## src/rtl/uart_hd_scheduler.sv

```systemverilog
// uart_hd_scheduler: round-robin arbiter sharing one half-duplex UART among NREQ clients
// Define UART_HD_TIMEOUT_EN to bound the WAIT state to TIMEOUT_CYC cycles.
module uart_hd_scheduler #(
  parameter int NREQ        = 4,
  parameter int GUARD_CYC   = 2,
  parameter int TIMEOUT_CYC = 255
) (
  input  logic              clk,
  input  logic              rst,
  input  logic [NREQ-1:0]   req,
  input  logic [2*NREQ-1:0] req_mode,
  input  logic [8*NREQ-1:0] req_data,
  output logic [NREQ-1:0]   gnt,
  output logic              ack,
  output logic              err,
  output logic [7:0]        rd_data,
  output logic              busy,
  output logic [7:0]        u_din,
  output logic [1:0]        u_tx_mode,
  output logic              u_start,
  output logic              u_stop,
  input  logic [7:0]        u_dout,
  input  logic              u_done
);
  localparam int PW = $clog2(NREQ);
  localparam int GW = GUARD_CYC > 1 ? $clog2(GUARD_CYC) : 1;
  typedef enum logic [2:0] {S_IDLE, S_LAUNCH, S_WAIT, S_CLOSE, S_GUARD} state_t;
  state_t state, nxt;
  logic [PW-1:0] ptr, win;
  logic [GW-1:0] gcnt;
  logic [1:0] mode;
  logic any, bad, fin, tmo, guard_last;
  assign any        = |req;
  assign mode       = req_mode[2*int'(win) +: 2];
  assign bad        = mode[0] == mode[1];
  assign fin        = u_done || tmo;
  assign guard_last = int'(gcnt) == GUARD_CYC - 1;
  assign ack        = state == S_CLOSE;
  assign u_stop     = state == S_CLOSE;
  assign u_start    = state != S_LAUNCH;
  assign busy       = state != S_IDLE;
`ifdef UART_HD_TIMEOUT_EN
  localparam int TW = $clog2(TIMEOUT_CYC + 1);
  logic [TW-1:0] tcnt;
  assign tmo = state == S_WAIT && !u_done && int'(tcnt) == TIMEOUT_CYC - 1;
  always_ff @(posedge clk or negedge rst)
    if (!rst) tcnt <= '0;
    else if (state == S_LAUNCH) tcnt <= '0;
    else if (state == S_WAIT) tcnt <= tcnt + 1'b1;
`else
  assign tmo = TIMEOUT_CYC < 0;
`endif
  // Descending scan so the requester closest at-or-after ptr wins last.
  always_comb begin
    win = '0;
    for (int i = NREQ - 1; i >= 0; i--)
      if (req[(int'(ptr) + i) % NREQ]) win = PW'((int'(ptr) + i) % NREQ);
  end
  always_ff @(posedge clk or negedge rst)
    if (!rst) state <= S_IDLE;
    else state <= nxt;
  always_comb begin
    nxt = state;
    unique case (state)
      S_IDLE:   nxt = any ? (bad ? S_CLOSE : S_LAUNCH) : S_IDLE;
      S_LAUNCH: nxt = S_WAIT;
      S_WAIT:   nxt = fin ? S_CLOSE : S_WAIT;
      S_CLOSE:  nxt = GUARD_CYC > 0 ? S_GUARD : S_IDLE;
      S_GUARD:  nxt = guard_last ? S_IDLE : S_GUARD;
      default:  nxt = S_IDLE;
    endcase
  end
  always_ff @(posedge clk or negedge rst)
    if (!rst) begin
      gnt       <= '0;
      err       <= 1'b0;
      rd_data   <= '0;
      u_din     <= '0;
      u_tx_mode <= '0;
      ptr       <= '0;
      gcnt      <= '0;
    end else begin
      gcnt <= state == S_GUARD ? gcnt + 1'b1 : '0;
      if (state == S_IDLE && any) begin
        gnt <= NREQ'(1) << win;
        ptr <= win == PW'(NREQ - 1) ? '0 : win + 1'b1;
        err <= bad;
        if (!bad) begin
          u_din     <= req_data[8*int'(win) +: 8];
          u_tx_mode <= mode;
        end
      end
      if (state == S_WAIT && fin) begin
        rd_data <= u_done ? u_dout : '0;
        err     <= !u_done;
      end
      if (state == S_CLOSE) begin
        gnt       <= '0;
        u_tx_mode <= '0;
        err       <= 1'b0;
      end
    end
endmodule

```

## config.mk

```make
export PLATFORM = sky130hd
export DESIGN_NAME = uart_hd_scheduler
export DESIGN_NICKNAME = d
export VERILOG_FILES = /design/src/rtl/uart_hd_scheduler.sv
export SDC_FILE = /design/constraint.sdc
export NUM_CORES = 1
export LEC_CHECK = 0
export CAP_MARGIN = 20
export CORE_MARGIN = 4
export CORE_UTILIZATION = 45
export CTS_BUF_LIST = sky130_fd_sc_hd__clkbuf_4
export DETAILED_ROUTE_END_ITERATION = 10
export PLACE_DENSITY = 0.87
export REMOVE_ABC_BUFFERS = 1
export SKIP_LAST_GASP = 1
export SLEW_MARGIN = 20
export SYNTH_ARGS = -nofsm -noshare
export SYNTH_HDL_FRONTEND = slang
export SYNTH_SLANG_ARGS = --single-unit
```

## constraint.sdc

```tcl
create_clock -name clk -period 5.9 [get_ports clk]
set_input_delay 1.77 -clock clk [delete_from_list [all_inputs] [get_ports clk]]
set_output_delay 1.77 -clock clk [all_outputs]
set_load 0.05 [all_outputs]
```

# Yosys cells after proc, flatten, opt, wreduce, memory -nomap -nowiden
# Index checks and enable logic that the tools add are counted.
# totals
ff_bits	29
latchBits	0
ramBits	0
mem_bits_ro	0
inputBits	55
out_inout_bits	27
elab_cells	76
memories	0
# op_classes
n_addsub	5
mul	0
div_mod_pow	0
order_cmp	4
eq_ne	8
shift	3
mux	31
bitwise	4
reduce_logical	13
# op_table
cell	n
variable part select 32 x 6 -> 8 bit	1
2-to-1 mux 2 bit	10
case mux 3 bit (5 select lines)	1
less-than comparator 3 x 4 -> 1 bit (second input constant)	3
2-to-1 mux 1 bit	12
binary-select mux 1 bit (select 2 bit)	4
2-to-1 mux 4 bit	2
2-to-1 mux 8 bit	1
variable part select 8 x 4 -> 2 bit	1
== test 3 x 2 -> 1 bit (second input constant)	2
nonzero test 3 bit	2
OR reduction 2 bit	3
adder 2 x 1 -> 2 bit (second input constant)	2
adder 2 bit (second input constant)	2
AND reduction 2 bit	2
OR reduction 4 bit	1
<< shifter 1 x 2 -> 4 bit (first input constant)	1
bitwise AND 1 bit (first input constant)	3
== test 3 x 1 -> 1 bit (second input constant)	1
== test 3 bit (second input constant)	1
zero test 3 bit	1
less-than comparator 2 x 3 -> 1 bit (second input constant)	1
2-to-1 mux 3 bit	1
!= test 3 x 1 -> 1 bit (second input constant)	1
8 further kinds	9

# Logic depth before layout (Yosys ltp)
# logic_depth
word_depth	15
depth_mapped	9
depth_no_buf	8

# Worst setup path after synthesis
# No wires, ideal clock.
# synth_path
kind	input to register
startpoint	in req[3]
endpoint	reg u_din[0]
arrival_time_ns	3.416
t_required_ns	5.775
path_slack_ns	2.359
path_stages	8
cell_sequence	and3b_1 -> o21a_1 -> or2_4 -> buf_6 -> a211oi_4 -> nor4_1 -> nand3b_4 -> mux2_4
# synth_between
elab_chain_cells	11
word_cells_on_any_way	22
classes_between	eq/ne (1); shift (2); mux (15); bitwise (1); reduce/logical (3)
# synth_lines
element	line	text
from (decl)	10	input logic [NREQ-1:0] req,
binary-select mux 1 bit (select 2 bit)	57	if (req[(int'(ptr) + i) % NREQ]) win = PW'((int'(ptr) + i) % NREQ);
2-to-1 mux 1 bit (implied by the code) (2 in a row)	57	
2-to-1 mux 2 bit (4 in a row)	57	
variable part select 8 x 4 -> 2 bit	34	assign mode = req_mode[2*int'(win) +: 2];
== test 1 bit	35	assign bad = mode[0] == mode[1];
NOT 1 bit (no line)	--	
AND reduction 2 bit (no line)	--	
to (signal assigned)	89	u_din <= req_data[8*int'(win) +: 8];
to (decl)	18	output logic [7:0] u_din,
# Several ways; a longest one is shown, not always the timed one. The select of a mux whose other input is x is not followed.
# A chain may end at the register's enable or synchronous reset.

# Worst setup path in the final report
# layout_path
startpoint	in req[3]
endpoint	reg u_din[7]
# Same word-level chain as after synthesis.

==> results by group <==
Run status
  – Status: finished clean

Finish
  – Area of the multi-input gates: 945.9 µm²
  – Share of cells above drive strength 1: 18.47%
  – Final Non-Filler Cells: 297
  – Fill cells: 298
  – FF/Latch Area: 725.7 µm²
  – Nets: 308
  – N_diodes: 0
  – Area growth from synthesis to layout: 51.70%

Global routing
  – GRT busiest layer: met2
  – First-pass GRT wire length: 6893 µm
  – Largest net degree at the start of global routing: 30
  – Vias in the first global route: 1551
  – Gr usage total: 17.43%
  – Routing usage on met3: 7.338%
  – Met1 Usage GRT: 19.14%
  – Met2 Use GR: 30.54%
  – Initial antenna violation count: 0
  – Aggregate global routing overflow: 0

CTS
  – # H-tree levels: 2
  – Skew-Pair Late Insertion Delay: 320 ps
  – Cts bufs inserted: 5
  – Resize count post-CTS: 0
  – Maximum clock path buffer count: 2
  – Worst-path clk slew: 90 ps
  – Setup repair bufs after CTS: 0
  – CTS root buffer: clkbuf_4
  – Hold-fix buffers at CTS: 0
  – Clock Sinks: 29
  – CTS tree: yes

Critical path
  – Crit Path Class: input pin to register
  – FF-to-FF Start: ptr[1]
  – Crit path buffers/inverters: 1
  – CP max-delay cell: clkdlybuf4s50_1
  – Cell Chain, Critical Path: clkdlybuf4s50_1 > and3b_1 > o21a_1 > or2_4 > a211oi_1 > o22ai_1 > nand3b_4 > mux2_4
  – Top delay family on crit path: compound AO/OA/AOI/OAI gates
  – Slowest stage delay, CP: 550 ps
  – Reg2reg setup slack: 3360 ps
  – FF-to-FF path depth: 7
  – Worst EP required: 6100 ps
  – CP Max Fanout: 23
  – Crit end category: register
  – CP arrival: 4280 ps
  – CP Launch Point: req[3]
  – RR Endpoint: u_din[7]
  – Critical path launch point type: input pin

Floorplan
  – Die extent in y: 69.97 µm
  – Core ar.: 3689 µm²
  – Rows: 22
  – Total Die Area: 4895 µm²
  – Die X: 69.97 µm
  – I/O pins: 82
  – Initial Util: 46.85%

STA
  – Rel. slew slack: 31.19%
  – Skew final: 13.82 ps
  – Fin. Hold Viols: 0
  – Least-Margin Pin Slew: 1017 ps
  – Final count of pins violating max slew: 0
  – RSZ-0062 raised after global routing: false
  – Final hold slack: 426.1 ps
  – Ratio of final minimum period to clock period: 69.15%
  – Final Setup Violations: 0
  – Setup ws final: 1820 ps
  – Final min period: 4080 ps
  – Final setup TNS: 0 ps
  – F_max: 245.1 MHz

Worst hold path
  – Hold path cells: 1
  – Hold_sp: gcnt
  – HP Class: register to register
  – Worst Hold Path EP: gcnt

Logic synthesis
  – Yosys top cell area share: 42.00%
  – Number of synthesized register bits: 29
  – Unique masters post-synth: 45
  – Post-synth top area cell: dfrtp_1
  – Most frequent cell after synthesis: nand2_1
  – Post-synth top cells: nand2_1 (30), dfrtp_1 (29), mux2_2 (16)
  – Mapped cell area: 1728 µm²
  – FFs w/ async S/R, synth: 100.0%
  – Predominant post-synthesis flop cell: dfrtp_1
  – Register area share after synthesis: 42.00%
  – Synth top area cells: dfrtp_1 (42%), mux2_2 (10%), mux2_4 (7.0%)
  – Synth warn: 0
  – Syn Inst Count: 168
  – Syn_area_per_cell: 10.29 µm²
  – Post-synth EDFFs: 0

Power
  – Peak VDD IR: 0.2403 mV
  – PwrDens: 562.1 nW/µm²
  – Leakage dissipation: 1.124 nW

Routing
  – Initial DRC Count: 71
  – Avg WL per Cell: 14.15 µm
  – Total Wirelength: 4202 µm
  – Routed vias: 1538
  – ANT nets after route: 0
  – DRC: 0
  – Pre-antenna DRT Iters: 4
  – Vias per cell: 5.178

Placed design
  – HPWL reported at the end of detailed placement: 3297 µm
  – I/O Buffers: 81
  – Placement Setup Slack: 1486 ps
  – Routability Congestion: 0.8065
  – Placed cell count: 290

Run
  – Max-Cap Viols: 0
==> flip-flops by register name, indices dropped and copies added (netlist names) <==
signal     count
gcnt           1
state          3
ptr            2
err            1
u_tx_mode      2
rd_data        8
u_din          8
gnt            4
==> worst register-to-register path, stage by stage (launching register included) <==
cell,delay (ps)
dfrtp_1,460
and3b_1,200
o21a_1,210
or2_4,380
a211oi_1,430
o22ai_1,210
nand3b_4,210
mux2_4,320
==> metrics by stage <==
stage | cell area, µm² | utilization [%] | power (mW)
after floorplan | 1680 | - | 1.064
after global placement | 2572 | 69.74 | 1.345
after detailed placement | 2572 | 69.74 | 1.370
after CTS | 2621 | 71.07 | 1.484
after global routing | 2621 | 71.07 | 1.568
final | 2621 | 71.07 | 1.473
==> where the power goes <==
group,internal [mW],switching [mW]
registers,0.294,0.0687
clock network,0.0477,0.0640
logic,0.410,0.589
==> cells by family after synthesis <==
kind of cell / after synthesis / share of synthesized area, %
buf+inv: 13 / 3.621
mux: 25 / 17.96
compound gates: 27 / 11.95
xor+xnor: 2 / 1.014
fa+ha+maj: 4 / 2.897
simple gates: 68 / 20.57
flops: 29 / 42.00
==> per-layer routing <==
metal	vias up	share of wire, %
li1	753	-
met4	0	1.3
met2	59	53
met1	718	37
met3	8	9.3
met5	-	0
==> area by class of cell <==
cell class | instances | area share (%)
multi-input cells | 126 | 36.09
flip-flops and latches | 29 | 27.69
well taps | 48 | 2.291
clock inverters | 1 | 0.1432
repair buffers | 83 | 31.50
clock buffers | 6 | 1.718
inverters | 4 | 0.5728
==> placed cells by master (no fill, tap or decap), drive strengths merged, types with 3 or more instances in the layout <==
cell,synthesis,routed
clkdlybuf4s50,0,81
nand2,30,30
dfrtp,29,29
mux2,24,24
nor2,12,12
a31oi,8,8
clkbuf,5,6
nor3b,4,4
nand3,4,4
ha,4,4
or2,4,4
inv,4,4
a211oi,4,4
o21ai,4,4
a21oi,3,3
nand3b,3,3
==> worst max-delay path by stage <==
stage	cells past startpoint	endpoint	slack (ps)
detailed placement	8	u_din[7]	1490
global placement	8	u_din[3]	1600
finish	8	u_din[7]	1820
CTS	8	u_din[7]	1820
global route	8	u_din[7]	1670
floorplan	7	u_din[0]	1800
No activity file was read; power rests on OpenSTA's default activity.
